$ cat src/rtl/mips_multicycle_core_if.sv
// Instruction and data memory handshake bundle for the multi-cycle MIPS core.
// The core drives requests (master); memories or a bus bridge answer with acks (slave).
interface mips_multicycle_core_if;
    logic        inst_req;
    logic [31:0] inst_addr;
    logic        inst_ack;
    logic [31:0] inst_rdata;
    logic        data_req;
    logic        data_wen;
    logic [31:0] data_addr;
    logic [31:0] data_wdata;
    logic        data_ack;
    logic [31:0] data_rdata;

    modport master (
        output inst_req, inst_addr, data_req, data_wen, data_addr, data_wdata,
        input  inst_ack, inst_rdata, data_ack, data_rdata
    );

    modport slave (
        input  inst_req, inst_addr, data_req, data_wen, data_addr, data_wdata,
        output inst_ack, inst_rdata, data_ack, data_rdata
    );
endinterface

$ cat src/rtl/mips_multicycle_core.sv
// Multi-cycle MIPS-subset core: each instruction is stepped through BOOT/FETCH/DECODE/EXEC/MEM/WB
// with valid/ack memory handshakes, a committed-write debug port and a retired-instruction counter.
//
// state  | meaning
// BOOT   | reset state, one cycle before the first fetch
// FETCH  | inst_req high, wait for inst_ack, latch IR
// DECODE | read rs/rt into A/B, sign-extend imm, retire illegal opcodes
// EXEC   | ALU op; resolve beq/j
// MEM    | data_req high, wait for data_ack
// WB     | register-file write and debug commit
module mips_multicycle_core #(
    parameter logic [31:0] RESET_PC = 32'h0000_0000,
    parameter int          CNT_W    = 32
) (
    input  logic                 clk,
    input  logic                 rst,
    mips_multicycle_core_if.master bus,
    output logic                 debug_wbvalid,
    output logic [31:0]          debug_wbdat,
    output logic [4:0]           debug_wbdst,
    output logic                 illegal,
    output logic [CNT_W-1:0]     instret
);
    typedef enum logic [2:0] {S_BOOT, S_FETCH, S_DECODE, S_EXEC, S_MEM, S_WB} state_t;

    localparam logic [5:0] OP_RTYPE = 6'h00, OP_J   = 6'h02, OP_BEQ = 6'h04;
    localparam logic [5:0] OP_ADDI  = 6'h08, OP_LW  = 6'h23, OP_SW  = 6'h2B;
    localparam logic [5:0] FN_ADD = 6'h20, FN_SUB = 6'h22, FN_AND = 6'h24;
    localparam logic [5:0] FN_OR  = 6'h25, FN_SLT = 6'h2A;

    state_t      state, state_next;
    logic [31:0] pc, pc_next, ir, reg_a, reg_b, imm_sext, alu_out, mdr;
    logic [31:0] rf [0:31];
    logic [31:0] pc_plus4, br_target, j_target, operand_b, alu_result, wb_data;
    logic [5:0]  op, funct;
    logic [4:0]  rs, rt, rd, wb_dst;
    logic        legal, retire;

    assign op    = ir[31:26];
    assign rs    = ir[25:21];
    assign rt    = ir[20:16];
    assign rd    = ir[15:11];
    assign funct = ir[5:0];

    always_comb begin
        legal = 1'b0;
        case (op)
            OP_RTYPE: legal = (funct == FN_ADD) || (funct == FN_SUB) || (funct == FN_AND) ||
                              (funct == FN_OR)  || (funct == FN_SLT);
            OP_J, OP_BEQ, OP_ADDI, OP_LW, OP_SW: legal = 1'b1;
            default:  legal = 1'b0;
        endcase
    end

    assign operand_b = (op == OP_RTYPE) ? reg_b : imm_sext;

    always_comb begin
        alu_result = reg_a + operand_b;
        if (op == OP_RTYPE) begin
            case (funct)
                FN_SUB:  alu_result = reg_a - reg_b;
                FN_AND:  alu_result = reg_a & reg_b;
                FN_OR:   alu_result = reg_a | reg_b;
                FN_SLT:  alu_result = {31'd0, $signed(reg_a) < $signed(reg_b)};
                default: alu_result = reg_a + reg_b;
            endcase
        end
    end

    // PC still holds the address of the executing instruction until it retires.
    assign pc_plus4  = pc + 32'd4;
    assign br_target = pc_plus4 + {imm_sext[29:0], 2'b00};
    assign j_target  = {pc_plus4[31:28], ir[25:0], 2'b00};
    assign wb_dst    = (op == OP_RTYPE) ? rd : rt;
    assign wb_data   = (op == OP_LW) ? mdr : alu_out;

    always_ff @(posedge clk or posedge rst) begin
        if (rst) state <= S_BOOT;
        else     state <= state_next;
    end

    always_comb begin
        state_next = state;
        pc_next    = pc;
        case (state)
            S_BOOT:   state_next = S_FETCH;
            S_FETCH:  if (bus.inst_ack) state_next = S_DECODE;
            S_DECODE: begin
                if (legal) begin
                    state_next = S_EXEC;
                end else begin
                    state_next = S_FETCH;
                    pc_next    = pc_plus4;
                end
            end
            S_EXEC: begin
                case (op)
                    OP_BEQ: begin
                        state_next = S_FETCH;
                        pc_next    = (reg_a == reg_b) ? br_target : pc_plus4;
                    end
                    OP_J: begin
                        state_next = S_FETCH;
                        pc_next    = j_target;
                    end
                    OP_LW, OP_SW: state_next = S_MEM;
                    default:      state_next = S_WB;
                endcase
            end
            S_MEM: begin
                if (bus.data_ack) begin
                    if (op == OP_SW) begin
                        state_next = S_FETCH;
                        pc_next    = pc_plus4;
                    end else begin
                        state_next = S_WB;
                    end
                end
            end
            S_WB: begin
                state_next = S_FETCH;
                pc_next    = pc_plus4;
            end
            default: state_next = S_BOOT;
        endcase
    end

    assign retire = (state_next == S_FETCH) && (state != S_BOOT) && (state != S_FETCH);

    always_ff @(posedge clk or posedge rst) begin
        if (rst) begin
            pc            <= RESET_PC;
            ir            <= '0;
            reg_a         <= '0;
            reg_b         <= '0;
            imm_sext      <= '0;
            alu_out       <= '0;
            mdr           <= '0;
            debug_wbvalid <= 1'b0;
            debug_wbdat   <= '0;
            debug_wbdst   <= '0;
            instret       <= '0;
        end else begin
            pc            <= pc_next;
            debug_wbvalid <= (state == S_WB);
            if (retire) instret <= instret + CNT_W'(1);
            case (state)
                S_FETCH:  if (bus.inst_ack) ir <= bus.inst_rdata;
                S_DECODE: begin
                    reg_a    <= (rs == 5'd0) ? 32'd0 : rf[rs];
                    reg_b    <= (rt == 5'd0) ? 32'd0 : rf[rt];
                    imm_sext <= {{16{ir[15]}}, ir[15:0]};
                end
                S_EXEC:   alu_out <= alu_result;
                S_MEM:    if (bus.data_ack && (op == OP_LW)) mdr <= bus.data_rdata;
                S_WB: begin
                    debug_wbdat <= wb_data;
                    debug_wbdst <= wb_dst;
                end
                default: ;
            endcase
        end
    end

    // Register file is deliberately left unreset; $0 is forced to zero on read.
    always_ff @(posedge clk) begin
        if ((state == S_WB) && (wb_dst != 5'd0)) rf[wb_dst] <= wb_data;
    end

    assign illegal        = (state == S_DECODE) && !legal;
    assign bus.inst_req   = (state == S_FETCH);
    assign bus.inst_addr  = pc;
    assign bus.data_req   = (state == S_MEM);
    assign bus.data_wen   = (state == S_MEM) && (op == OP_SW);
    assign bus.data_addr  = alu_out;
    assign bus.data_wdata = reg_b;
endmodule

$ cat src/flat_wrapper.sv
// flat-port wrapper written by rule: the top's interface ports become plain ports
module mips_multicycle_core_flat 
#(
    parameter logic [31:0] RESET_PC = 32'h0000_0000,
    parameter int          CNT_W    = 32
)
  (clk, rst, debug_wbvalid, debug_wbdat, debug_wbdst, illegal, instret, bus_inst_req, bus_inst_addr, bus_data_req, bus_data_wen, bus_data_addr, bus_data_wdata, bus_inst_ack, bus_inst_rdata, bus_data_ack, bus_data_rdata);
  mips_multicycle_core_if bus_i ();
  input  logic clk;
  input  logic rst;
  output logic debug_wbvalid;
  output logic [31:0] debug_wbdat;
  output logic [4:0] debug_wbdst;
  output logic illegal;
  output logic [CNT_W-1:0] instret;
  output wire logic [$bits(bus_i.inst_req)-1:0] bus_inst_req;
  output wire logic [$bits(bus_i.inst_addr)-1:0] bus_inst_addr;
  output wire logic [$bits(bus_i.data_req)-1:0] bus_data_req;
  output wire logic [$bits(bus_i.data_wen)-1:0] bus_data_wen;
  output wire logic [$bits(bus_i.data_addr)-1:0] bus_data_addr;
  output wire logic [$bits(bus_i.data_wdata)-1:0] bus_data_wdata;
  input wire logic [$bits(bus_i.inst_ack)-1:0] bus_inst_ack;
  input wire logic [$bits(bus_i.inst_rdata)-1:0] bus_inst_rdata;
  input wire logic [$bits(bus_i.data_ack)-1:0] bus_data_ack;
  input wire logic [$bits(bus_i.data_rdata)-1:0] bus_data_rdata;
  assign bus_inst_req = bus_i.inst_req;
  assign bus_inst_addr = bus_i.inst_addr;
  assign bus_data_req = bus_i.data_req;
  assign bus_data_wen = bus_i.data_wen;
  assign bus_data_addr = bus_i.data_addr;
  assign bus_data_wdata = bus_i.data_wdata;
  assign bus_i.inst_ack = bus_inst_ack;
  assign bus_i.inst_rdata = bus_inst_rdata;
  assign bus_i.data_ack = bus_data_ack;
  assign bus_i.data_rdata = bus_data_rdata;
  mips_multicycle_core #(.RESET_PC(RESET_PC), .CNT_W(CNT_W)) u_core (.clk(clk), .rst(rst), .bus(bus_i), .debug_wbvalid(debug_wbvalid), .debug_wbdat(debug_wbdat), .debug_wbdst(debug_wbdst), .illegal(illegal), .instret(instret));
endmodule
$ cat config.mk
export PLATFORM = sky130hd
export DESIGN_NAME = mips_multicycle_core_flat
export DESIGN_NICKNAME = d
export VERILOG_FILES = /design/src/rtl/mips_multicycle_core_if.sv /design/src/rtl/mips_multicycle_core.sv /design/src/flat_wrapper.sv
export SDC_FILE = /design/constraint.sdc
export NUM_CORES = 2
export LEC_CHECK = 0
export ABC_AREA = 1
export CAP_MARGIN = 30
export CORE_MARGIN = 3
export CORE_UTILIZATION = 42
export CTS_BUF_LIST = sky130_fd_sc_hd__clkbuf_4
export DETAILED_ROUTE_END_ITERATION = 8
export HOLD_SLACK_MARGIN = 0.03
export SYNTH_ARGS = -nofsm -noshare
export SYNTH_HDL_FRONTEND = slang
export SYNTH_SLANG_ARGS = --single-unit
$ cat constraint.sdc
create_clock -name clk -period 8.59 [get_ports clk]
set_clock_uncertainty 0.2 [all_clocks]
set_input_delay 0.859 -clock clk [delete_from_list [all_inputs] [get_ports clk]]
set_output_delay 0.859 -clock clk [all_outputs]
set_load 0.05 [all_outputs]
Yosys cells after proc, flatten, opt, wreduce, memory -nomap -nowiden
Memory sizes are Yosys's and may differ from the RTL's.
Index checks and enable logic that the tools add are counted.
{"block": "op_classes", "add_sub_neg": 6, "n_lt_le_gt_ge": 1, "n_eq_ne": 22, "mux": 22, "n_bitwise": 2, "n_reduce_logical": 25}
{"cell": "32-bit two-way mux", "n": 9}
{"cell": "32-bit case mux with 4 select lines", "n": 2}
{"cell": "32-bit adder", "n": 3}
{"cell": "32-bit case mux with 2 select lines", "n": 1}
{"cell": "6-bit equality test, second input constant", "n": 7}
{"cell": "32-bit by 1-bit adder with 32-bit output, second input constant", "n": 1}
{"cell": "32-bit by 3-bit adder with 32-bit output, second input constant", "n": 1}
{"cell": "32-bit bitwise AND", "n": 1}
{"cell": "32-bit equality test", "n": 1}
{"cell": "32-bit less-than comparator", "n": 1}
{"cell": "32-bit bitwise OR", "n": 1}
{"cell": "32-bit subtractor", "n": 1}
{"cell": "3-bit case mux with 5 select lines", "n": 1}
{"cell": "5-bit logical NOT", "n": 2}
{"cell": "3-bit two-way mux", "n": 3}
{"cell": "3-bit by 1-bit equality test with 1-bit output, second input constant", "n": 2}
{"cell": "3-bit by 2-bit equality test with 1-bit output, second input constant", "n": 2}
{"cell": "3-bit equality test, second input constant", "n": 2}
{"cell": "6-bit by 2-bit equality test with 1-bit output, second input constant", "n": 1}
{"cell": "6-bit by 3-bit equality test with 1-bit output, second input constant", "n": 1}
{"cell": "6-bit by 4-bit equality test with 1-bit output, second input constant", "n": 1}
{"cell": "1-bit logical AND", "n": 6}
{"cell": "6-bit logical NOT", "n": 1}
{"cell": "3-bit case mux with 2 select lines", "n": 1}
{"cell": "18 further kinds", "n": 26}
{"block": "word_totals", "ff_bits": 281, "ram_bits": 1024, "in_bits": 68, "out_inout_bits": 170, "wordCells": 91, "memories": 1}
{"memory": "u_core.rf", "depth": 32, "word_bits": 32, "rd": 2, "rd_ports_with_merged_regs": 0, "wr": 1, "line_no": "mips_multicycle_core.sv:33", "rtl": "logic [31:0] rf [0:31];"}

Longest topological paths before layout
{"block": "depth", "word_depth": 11, "mapped_depth": 22, "mapped_depth_nobuf": 22}

Least setup slack after synthesis
No wires, ideal clock.
{"block": "synth_timing", "kind": "register to register", "start": "register u_core.ir[26]", "end": "memory u_core.rf[14][0] (enable)", "setup_ns": 0.421, "arrival_time_ns": 2.908, "required_time_ns": 7.969, "path_slack_ns": 5.061, "stages_incl_launch_ff": 7, "path_buffers": 1, "synth_period_minus_slack_ns": 3.529, "path_cell_list": "dfrtp_1 > nor2_1 > nand3_2 > buf_2 > o21ai_0 > nand3_1 > nor2_1"}
{"block": "synth_between", "elab_chain_len": 6}
{"item": "start, declared", "line_no": "mips_multicycle_core.sv:32", "rtl": "logic [31:0] pc, pc_next, ir, reg_a, reg_b, imm_sext, alu_out, mdr;"}
{"item": "start signal, assigned", "line_no": "mips_multicycle_core.sv:148", "rtl": "S_FETCH: if (bus.inst_ack) ir <= bus.inst_rdata;"}
{"item": "6-bit logical NOT *", "line_no": "mips_multicycle_core.sv:74", "rtl": "assign wb_dst = (op == OP_RTYPE) ? rd : rt;"}
{"item": "5-bit two-way mux *", "line_no": "mips_multicycle_core.sv:74"}
{"item": "5-bit nonzero test", "line_no": "mips_multicycle_core.sv:167", "rtl": "if ((state == S_WB) && (wb_dst != 5'd0)) rf[wb_dst] <= wb_data;"}
{"item": "1-bit logical AND", "line_no": "mips_multicycle_core.sv:167"}
{"item": "1-bit two-way mux", "line_no": "mips_multicycle_core.sv:167"}
{"item": "1-bit two-way mux (not written as such)", "line_no": "mips_multicycle_core.sv:167"}
{"item": "end, declared", "line_no": "mips_multicycle_core.sv:33"}
Mark *: on every way between the ends. The rest lies on a longest branch, timed or not.

Final worst setup path
{"block": "layout_timing", "start": "register u_core.ir[26]", "end": "output port illegal"}
{"block": "layout_between", "elab_chain_len": 5, "word_cells_on_any_way": 10, "cone_classes": "5 x eq/ne; 1 x mux; 4 x reduce/logical"}
{"item": "6-bit by 4-bit equality test with 1-bit output, or another cell as far along", "line_no": "mips_multicycle_core.sv:47", "rtl": "case (op)"}
{"item": "5-bit OR reduction", "line_no": "mips_multicycle_core.sv:47"}
{"item": "1-bit case mux with 2 select lines *", "line_no": "mips_multicycle_core.sv:47"}
{"item": "1-bit logical NOT *", "line_no": "mips_multicycle_core.sv:170", "rtl": "assign illegal = (state == S_DECODE) && !legal;"}
{"item": "1-bit logical AND *", "line_no": "mips_multicycle_core.sv:170"}
{"item": "end, declared", "line_no": "flat_wrapper.sv:14", "rtl": "output logic illegal;"}
Marked as above.

==> metrics.txt <==
post-DP HPWL=approximately 190000 um; later-pin clock latency in the skew report=roughly 1.3 ns; Critical Path, Cell by Cell=nor2_1, nand3_2, inv_2, o21ai_1, nand2_1, nor2_1, clkdlybuf4s50_1; GR Overflow Total=0; top cell type's share of synthesized area=a little over two fifths; largest cells by area after synthesis=edfxtp_1 42%, dfrtp_1 9.6%, nand2_1 8.3%, o21ai_0 8.0%, inv_1 4.5%; crit end category=output pin; Final #Nets=roughly 9000; first-pass GRT wire length=between 400000 and 500000 um; via count=just under 70000; Main synth FF type=edfxtp_1; TritonCTS Sinks=approximately 1300; DR vias/cell=roughly 6.0; multi-input logic area=between 20000 and 30000 sq um; Core Box Area=about 170000 sq um; actual slew at the worst max-slew pin=1.24 ns; H-Tree Depth=5; crit path max fanout=42; Die Y-Extent=between 400 and 500 um; final setup fails=0; Crit path required time=7.53 ns; Setup Buffers After CTS=0; I/O pin total=238; Setup TNS Final=0 ns; WS Path Type=flip-flop to output pin; library cells used by synthesis=59; worst hold path type=flip-flop to flip-flop; Worst Path Arrival=between 4 and 5 ns; largest net degree at the start of global routing=about 230; Yosys warning total=0; register bit count reported by yosys=1303; share of layout cells above drive strength 1=roughly a tenth; dpl cells=10600; sequential fraction of the synthesis area=52.0%; CTS Buffer Depth=4; Post-synth EDFFs=roughly 1000; Startpoint Class=flip-flop; Sequential cell area=around 38000 sq um; starting density of the core=a little over two fifths; Leak Pwr=~33 nW; Post-route DRC=0; most numerous cell in the Yosys netlist=nand2_1; antenna violations before repair=38; Syn Inst Count=8418; Layout area overhead=13.7%; Slew Limit Headroom=between 15 and 20%; Die Wd=422 um; port bufs=about 240; Syn Area/Cell=~8.6 sq um; RSZ-0062 raised after global routing=false; outcome=complete, no violations; Slew Limit Fails=0; Max Fclk=between 150 and 200 MHz; post-cts sizing count=0; asr flop ratio synth=between 20% and 30%; CTS tree=built; # fillers=16400; Total GRT Usage=between 30% and 40%; wire per inst=26.4 um; Final ANT Viol Nets=0; CTS root buffer=clkbuf_4; CP dominant cell by count=nor2_1; vias in the first global route=62800; 1st-iter DRT viols=between 9000 and 10000; maximum vdd ir drop=between 0.3 and 0.4 mV; final hold viol count=0; CP peak stage delay=roughly 0.9 ns; Layout Cells excl Fill=roughly 11000; Inserted Clock Buffers=approximately 380; PwrDens=around 390 nW/um^2; Clock transition at path regs=roughly 0.060 ns; crit path time final=between 5 and 6 ns; Final period util=about two thirds; Detailed Route WL=298000 um; DR pass1 iterations=8; leading area contributor after synthesis=edfxtp_1; Post-synth top cells=1613 x nand2_1, 1159 x o21ai_0, 1024 x edfxtp_1; row cnt=151; Slowest cell on crit path=inv_2; die area=178000 sq um; Placer Congestion=a little under 1; Synth Cell Area=72500 sq um; Max Cap Violations=0
-- stage by stage --
stage / util [%] / cell area (sq um) / power (mW) / worst slack [ns] / hold slack, ns
global route: 48.4 / 82500 / 34.3 / 2.73 / 0.227
global placement: 45.2 / 77000 / 26.2 / 4.07 / 0.268
CTS: 48.3 / 82400 / 32.2 / 2.81 / 0.123
detailed placement: 45.2 / 77100 / 26.3 / 4.06 / 0.266
finish: 48.4 / 82500 / 32.6 / 2.94 / 0.280
floorplan: - / 72600 / 19.9 / 3.84 / 0.279
-- critical path, delay by kind of cell (launching register included) --
family          cells  cell delay (ns)
compound gates      1             0.34
buf+inv             2             1.61
flops               1             0.43
simple gates        4             0.90
-- area by class of cell --
| type | count | area share, % |
|---|---|---|
| inverter | 883 | 4.05 |
| clock inverter | 80 | 0.543 |
| antenna | 17 | 0.0516 |
| multi-input combinational | 5738 | 35.9 |
| sequential | 1303 | 45.8 |
| clock buffer | 559 | 5.09 |
| tap | 2295 | 3.48 |
| timing repair buffer | 429 | 5.08 |
-- cells in the final DEF (no fill, tap or decap), types with 8 or more instances in the layout --
cell type	synthesis	routed
a22oi_1	10	10
dlygate4sd3_1	0	67
nand3_1	510	510
diode_2	0	17
nor3_1	54	53
nand2_1	1613	1606
edfxtp_1	1024	1024
buf_12	0	11
nor4_1	11	11
dfrtp_1	279	269
inv_2	15	22
conb_1	1	34
inv_1	864	859
nor2_2	10	9
dfrtp_4	0	8
a221oi_1	26	26
buf_4	9	112
clkinv_1	2	63
clkbuf_4	0	559
o21ai_2	1	11
xnor2_1	14	14
nor2_1	682	645
a21oi_1	596	596
xor2_1	60	60
ha_1	165	165
a31oi_1	19	19
a211oi_1	20	20
clkinv_2	1	8
nor2_4	13	51
nand4_1	146	146
o21ai_0	1159	1157
o22ai_1	137	137
mux2_2	26	26
o21ai_1	33	23
clkdlybuf4s50_1	0	235
nand3b_1	21	21
o211ai_1	293	293
o21bai_1	15	15
or2_2	8	8
nand2_2	8	15
-- sequential cells by signal (all words and copies together) (netlist names) --
signal and flops:
u_core.rf 1024, u_core.bus.data_addr 32, u_core.bus.data_wdata 32, u_core.debug_wbdat 32
u_core.instret 32, u_core.ir 32, u_core.mdr 32, u_core.reg_a 32
u_core.bus.inst_addr 30, u_core.imm_sext 16, u_core.debug_wbdst 5, u_core.state 3
u_core.debug_wbvalid 1
-- power breakdown --
part / leakage, nW / total (mW) / internal [mW] / switching (mW)
sequential: 12.5 / 9.54 / 8.25 / 1.29
combinational: 17.7 / 17.2 / 4.58 / 12.6
clock: 2.79 / 5.86 / 3.10 / 2.76
-- cells by family (layout without fill, tap and decap cells) --
group / count (synthesis) / after routing / share of synthesized area (%)
and+or+nand+nor: 3099 / 3099 / 18.1
AOI/OAI and AO/OA: 2336 / 2336 / 17.8
buffers and inverters: 1410 / 1951 / 7.78
DFF: 1303 / 1303 / 52.0
adders and majority gates: 169 / 169 / 2.96
xor gates and xnor gates: 74 / 74 / 0.894
muxes: 26 / 26 / 0.404
other: 1 / 51 / 0.00517
-- worst paths after layout --
path                            cells past startpoint  slack (ns)                      to              startpoint
worst max-delay path                                7        2.94                 illegal           u_core.ir[26]
worst min-delay path                                2        0.28  u_core.debug_wbdat[12]  u_core.debug_wbdat[12]
worst max register to register                      7        3.82       u_core.rf[10][19]           u_core.ir[17]
worst min register to register                      2        0.28  u_core.debug_wbdat[12]  u_core.debug_wbdat[12]
max in group asynchronous                           5        6.11          u_core.mdr[13]                     rst
min in group asynchronous                           3        0.29      u_core.imm_sext[1]                     rst
-- what timing repair did --
action                                  4_1_cts  5_1_grt
endpoints found under the setup margin        0        0
endpoints found under the hold margin        79        0
hold buffers                                 67        0
-- layer usage --
metal / vias to the layer above / GRT usage [%] / wire length, um
li1: 30000 / - / -
met1: 32400 / 42.8 / 116000
met4: 6 / 17.4 / 17500
met2: 4247 / 49.5 / 131000
met3: 841 / 7.17 / 32900
met5: - / 0 / 42
No activity file was read; power rests on OpenSTA's default activity.
